[src/rtl/sdram_model_pkg.sv]
// rtl/sdram_model_pkg.sv - shared command, mode-register and state definitions for the SDRAM model
package sdram_model_pkg;

  // {cs, ras, cas, we} command encodings; cs=1 is decoded as NOP before the cast
  typedef enum logic [3:0] {
    CMD_LOAD_MODE = 4'b0000,
    CMD_REFRESH   = 4'b0001,
    CMD_PRECHARGE = 4'b0010,
    CMD_ACTIVE    = 4'b0011,
    CMD_WRITE     = 4'b0100,
    CMD_READ      = 4'b0101,
    CMD_BST       = 4'b0110,
    CMD_NOP       = 4'b0111
  } cmd_e;

  typedef enum logic {
    BANK_IDLE   = 1'b0,
    BANK_ACTIVE = 1'b1
  } bank_state_e;

  typedef enum logic [1:0] {
    BURST_IDLE,
    BURST_READ,
    BURST_WRITE
  } burst_state_e;

  // Mode register field positions on the address bus
  localparam int MODE_BL_LSB = 0;
  localparam int MODE_BL_W   = 3;
  localparam int MODE_CL_LSB = 4;
  localparam int MODE_CL_W   = 3;

  // Legal CAS latencies form the contiguous set {CL_MIN..CL_MAX}
  localparam int CL_MIN     = 2;
  localparam int CL_MAX     = 3;
  localparam int BL_MAX     = 8;
  localparam int BL_LOG_MAX = 3;

  function automatic logic cl_legal(input logic [MODE_CL_W-1:0] cl);
    return (cl >= MODE_CL_W'(CL_MIN)) && (cl <= MODE_CL_W'(CL_MAX));
  endfunction

  // Low-bit mask of the BL-aligned wrap block, i.e. BL-1
  function automatic logic [2:0] bl_mask(input logic [1:0] bl_log);
    logic [2:0] m;
    case (bl_log)
      2'd0:    m = 3'd0;
      2'd1:    m = 3'd1;
      2'd2:    m = 3'd3;
      default: m = 3'd7;
    endcase
    return m;
  endfunction

endpackage

[src/rtl/sdram_read_pipe.sv]
// rtl/sdram_read_pipe.sv - CAS-latency delay line feeding the dq read driver
module sdram_read_pipe
  import sdram_model_pkg::*;
#(
  parameter int DATA_W = 16
) (
  input  logic              clk,
  input  logic              rst,
  input  logic              en,
  input  logic [2:0]        cl,
  input  logic              push,
  input  logic [DATA_W-1:0] push_data,
  output logic              oe,
  output logic [DATA_W-1:0] data
);

  logic [CL_MAX-1:0] vld;
  logic [DATA_W-1:0] dat [CL_MAX];
  logic [1:0]        wr_idx;

  // A beat entered at slot CL-1 reaches slot 0 (the driven slot) CL-1 edges later
  assign wr_idx = 2'(cl - 3'd1);

  // Valid bits shift toward the output; async reset empties the line and frees dq at once
  always_ff @(posedge clk or posedge rst) begin
    if (rst) begin
      vld <= '0;
    end else if (en) begin
      for (int i = 0; i < CL_MAX - 1; i++) vld[i] <= vld[i+1];
      vld[CL_MAX-1] <= 1'b0;
      if (push) vld[wr_idx] <= 1'b1;
    end
  end

  // Data payload follows the valid bits; its contents are meaningless while invalid
  always_ff @(posedge clk) begin
    if (en) begin
      for (int i = 0; i < CL_MAX - 1; i++) dat[i] <= dat[i+1];
      if (push) dat[wr_idx] <= push_data;
    end
  end

  assign oe   = vld[0];
  assign data = dat[0];

endmodule

[config.mk]
export PLATFORM = sky130hd
export DESIGN_NAME = sdram_read_pipe
export DESIGN_NICKNAME = d
export VERILOG_FILES = /design/src/rtl/sdram_model_pkg.sv /design/src/rtl/sdram_read_pipe.sv
export SDC_FILE = /design/constraint.sdc
export NUM_CORES = 1
export LEC_CHECK = 0
export ABC_AREA = 1
export ABC_CLOCK_PERIOD_IN_PS = 950
export BUFFER_PORTS_ARGS = -buffer_cell sky130_fd_sc_hd__buf_2
export CAP_MARGIN = 20
export CORE_UTILIZATION = 54
export CTS_CLUSTER_SIZE = 10
export DETAILED_ROUTE_END_ITERATION = 10
export GPL_ROUTABILITY_DRIVEN = 0
export HOLD_SLACK_MARGIN = 0.15
export PLACE_DENSITY = 0.86
export SETUP_SLACK_MARGIN = 0.3
export SLEW_MARGIN = 20
export SYNTH_ARGS = -nofsm -noshare
export SYNTH_HDL_FRONTEND = slang
export SYNTH_SLANG_ARGS = --single-unit
[constraint.sdc]
create_clock -name clk -period 0.95 [get_ports clk]
set_clock_uncertainty 0.15 [all_clocks]
set_input_delay 0.095 -clock clk [delete_from_list [all_inputs] [get_ports clk]]
set_output_delay 0.095 -clock clk [all_outputs]
set_load 0.05 [all_outputs]
==> After elaboration in Yosys (flattened, before gate mapping) <==
Memory sizes are Yosys's and may differ from the RTL's.
Cells that the tools add are included.
{ "totals": {"ff_bits": 3, "in_bits": 23, "mem_bits_rw": 48, "out_inout_bits": 17, "n_memories": 1} }
{ "memory_table": {"columns": ["name", "depth", "width", "read_ports", "rd_clocked_by_memory_dff", "write_ports", "line", "text"], "rows": [
  ["dat", 3, 16, 3, 0, 3, "sdram_read_pipe.sv:18", "logic [DATA_W-1:0] dat [CL_MAX];"]
]} }
{ "op_classes": {"bitwise": 1, "mux": 8, "reduce_logical": 1, "addsub": 1, "magnitude_cmp": 2} }
{ "ops": {"columns": ["op", "count"], "rows": [
  ["1-bit two-way mux", 6],
  ["2-bit by 3-bit < comparator with 1-bit output, second input constant", 1],
  ["3-bit two-way mux", 1],
  ["2-bit by 3-bit bitwise OR with 3-bit output", 1],
  ["1-bit demux with 2-bit select", 1],
  ["2-bit by 1-bit >= comparator with 1-bit output, second input constant", 1],
  ["2-bit by 1-bit subtractor with 2-bit output, second input constant", 1],
  ["1-bit logical AND", 1]
]} }

==> Logic depth before layout (Yosys ltp) <==
{ "depth": {"word_depth": 7, "depth_mapped": 6} }

==> Worst setup path after synthesis <==
Ideal clock, no wire load.
{ "synth_timing": {"kind": "in2reg", "from": "input port push", "to": "memory dat[2][0] (enable)", "setup_slack_ns": -0.458, "arrival_ns": 0.870, "cell_stages": 2, "n_path_buf": 0, "setup_time_ns": 0.388, "cell_sequence": "nand2_2 > nor2_1"} }
{ "synth_rtl": {"columns": ["element", "line", "text"], "rows": [
  ["start, declared", "sdram_read_pipe.sv:11", "input logic push,"],
  ["end, declared", "sdram_read_pipe.sv:18", null]
]} }

==> flow_summary.yaml <==
timing:
  worst_slew_pin_slew_ns: 0.212
  setup_ws_ns: -0.187
  hold_viol: 31
  hold_slack_ns: -0.148
  maxSlewHeadroom_pct: 85.9
  max_freq_mhz: 879
  rsz0062_at_grt: "yes"
  slew_viol_final: 0
  fin_crit_ns: 1.14
  finalSetupViolCount: 17
  period_share_pct: 120
cts:
  insertion_delay_ns: 0.30
  cts_tree: "yes"
  cts.path.max_buffers: 2
  cts_sinks: 51
  clk_pin_slew_worst_paths_ns: 0.09
  cts_root_buf: "clkbuf_8"
  cts_made_buffers: 5
  hold_buffers: 1
  htreeDepth: 2
setup_path:
  worstSetupEndpointType: "output pin"
  cp-start-kind: "register"
  worst-path-buf-inv: 1
  cpPeakStageDelay_ns: 0.41
  critPathSlowestCell: "edfxtp_1"
  startpoint: "dat[0][8]"
  crit_type: "register to output pin"
  cp_max_fo: 1
  worstPathArrival_ns: 0.89
  path_delay_family: "flip-flops"
  crit_chain: "buf_6"
  critPathRequiredTime_ns: 0.70
  r2r-start: "dat[2][8]"
power_and_ir_drop:
  p_int_mw: 3.38
  p_switching_mw: 1.14
  seqPwrFrac_pct: 58.3
  clockPowerShare_pct: 26.4
  totalPowerFinal_mw: 4.52
  peakVddDrop_uv: 1050
  p_sw_share_pct: 25.1
  power_frac_comb_pct: 15.3
  power_per_cell_area_mw_per_mm2: 1610
  power.leakage_nw: 1.20
yosys:
  synth-async-reset-ratio_pct: 5.88
  synth_cells: 176
  synth-main-ff-cell: "edfxtp_1"
  ys_seq_elements: 51
  synth_simple_gate_area_share_pct: 22.9
  syn-cell-area_mm2: 0.00209
  synth_fa_ha_area_share_pct: 0
  yosysSeqAreaShare_pct: 72.4
  synth_xor_xnor_area_share_pct: 0
  avgSynthCellArea_um2: 11.9
  synth_edf_count: 48
  muxShareOfSynthArea_pct: 0
  ys_warn_count: 0
  synth_nets: 199
  synth_compound_area_share_pct: 0.538
  synth.distinct_cells: 17
  synth_top_family_by_area: "simple AND/OR/NAND/NOR gates"
detailed_routing:
  dr.pass1.iters: 4
  ant_nets: 0
  detail_route.wl_per_cell_um: 15.5
  drt-initial-drc-count: 86
  drc: 0
  vias: 1478
  drt_wl_total_um: 4270
  vias_per_cell: 5.36
finish:
  nets: 250
  multi_input_area_um2: 558
  post-route-cell-area_mm2: 0.00281
  fillers: 226
  seqCellArea_mm2: 0.00152
  antennaDiodeCount: 0
  drive_gt1_share_pct: 33.8
  synthToLayoutAreaGrowth_pct: 34.2
grt:
  grt_pass1_wl_um: 7110
  grt_start_max_net_pins: 21
  antenna_found_initial: 0
  grt-ovfl-total: 0
  gr-usage-all-layers_pct: 24.1
  grt_pass1_vias: 1481
floorplan:
  initial_core_util_pct: 56.8
  row_count: 22
  die_h_um: 64.3
  num_io_pins: 40
  die-width_um: 64.3
  dieArea_mm2: 0.00413
  core-area_mm2: 0.00369
place:
  dp.final_hpwl_um: 2670
  io_buffer_count: 38
  place_ws_ns: -0.258
  place_area_mm2: 0.00248
flow_run:
  cap_violations: 0
hold_path:
  hold_path_class: "input pin to register"
  worst_hold_startpoint: "push_data[1]"
run_status:
  violations: "negative hold slack, negative setup slack"
  status: "finished with violations"
## registers in the layout (all words and copies together) (netlist names)
| signal | cells |
|---|---|
| vld | 3 |
| dat | 48 |
## path summary, 6_finish.rpt
path	slack, ns	depth (start not counted)	end
max in group asynchronous	0.42	3	vld[0]
worst max register to register	0.03	2	dat[1][8]
min in group asynchronous	0.06	3	vld[2]
worst min register to register	0.36	2	dat[0][12]
worst min-delay path	-0.15	1	dat[2][1]
worst max-delay path	-0.19	1	data[8]
## layer usage
metal	wire length (um)	GRT usage, %	vias to the layer above
met5	0	0	-
met4	78	10.6	0
met3	269	6.43	7
met2	2320	41.8	57
met1	1610	27.9	708
li1	-	-	706
## placed cells by master (no fill, tap or decap)
cell type / count
buf_12: 7
buf_16: 1
buf_2: 17
buf_4: 5
buf_6: 22
clkbuf_1: 3
clkbuf_8: 5
clkinv_8: 1
dfrtp_1: 2
dfrtp_2: 1
dlygate4sd3_1: 1
edfxtp_1: 48
inv_1: 2
inv_2: 1
inv_6: 2
nand2_1: 64
nand2_2: 4
nand2_4: 2
nand2_8: 2
nand3_1: 31
nand3_2: 2
nor2_4: 3
o21ai_2: 1
o22ai_2: 1
## logic make-up (layout without fill, tap and decap cells)
group	count (synthesis)	after routing
DFF	51	51
buffers and inverters	15	67
AOI/OAI and AO/OA	2	2
and+or+nand+nor	108	108
## cell type report
class                   count  share of cell area [%]
clock buffers               8                    2.85
inverters                   6                    1.60
multi-input cells         110                    19.9
flip-flops and latches     51                    54.0
well taps                  48                    2.14
repair buffers             53                    19.5
## synth_stat cells (2+ instances only)
master | n | area share [%]
inv_1 | 3 | 0.54
buf_2 | 2 | 0.48
edfxtp_1 | 48 | 69
clkbuf_1 | 2 | 0.36
nand2_1 | 69 | 12
inv_2 | 2 | 0.36
buf_6 | 2 | 1.1
dfrtp_1 | 3 | 3.6
buf_4 | 3 | 1.1
nand3_1 | 33 | 7.9
nor2_4 | 2 | 1.1
nand2_4 | 2 | 1.1
## power by group through the flow
stage          Sequential [mW]  Combinational, mW  Clock, mW
2_1_floorplan             2.84              0.219          0
3_3_place_gp              2.66              0.562          0
3_5_place_dp              2.67              0.582          0
4_1_cts                   2.63              0.677       1.20
5_1_grt                   2.64              0.738       1.29
6_report                  2.63              0.693       1.19
## timing repair
item / in CTS / in global routing
setup endpoints to repair: 100 / 68
resized for setup: 51 / 6
endpoints found under the hold margin: 67 / 54
pin swaps: 4 / 6
setup buffers: 2 / 2
gates cloned: 1 / 0
## stage by stage
stage | setup TNS (ns) | std cells | hold slack (ns) | util [%]
floorplan | -0.643 | 176 | -0.301 | -
global placement | -10.06 | 262 | -0.187 | 67.3
detailed placement | -11.43 | 262 | -0.182 | 67.3
CTS | -2.84 | 274 | -0.159 | 75.3
global route | -3.18 | 276 | -0.162 | 76.2
finish | -2.70 | 276 | -0.148 | 76.2
(Power assumes the default switching activity.)
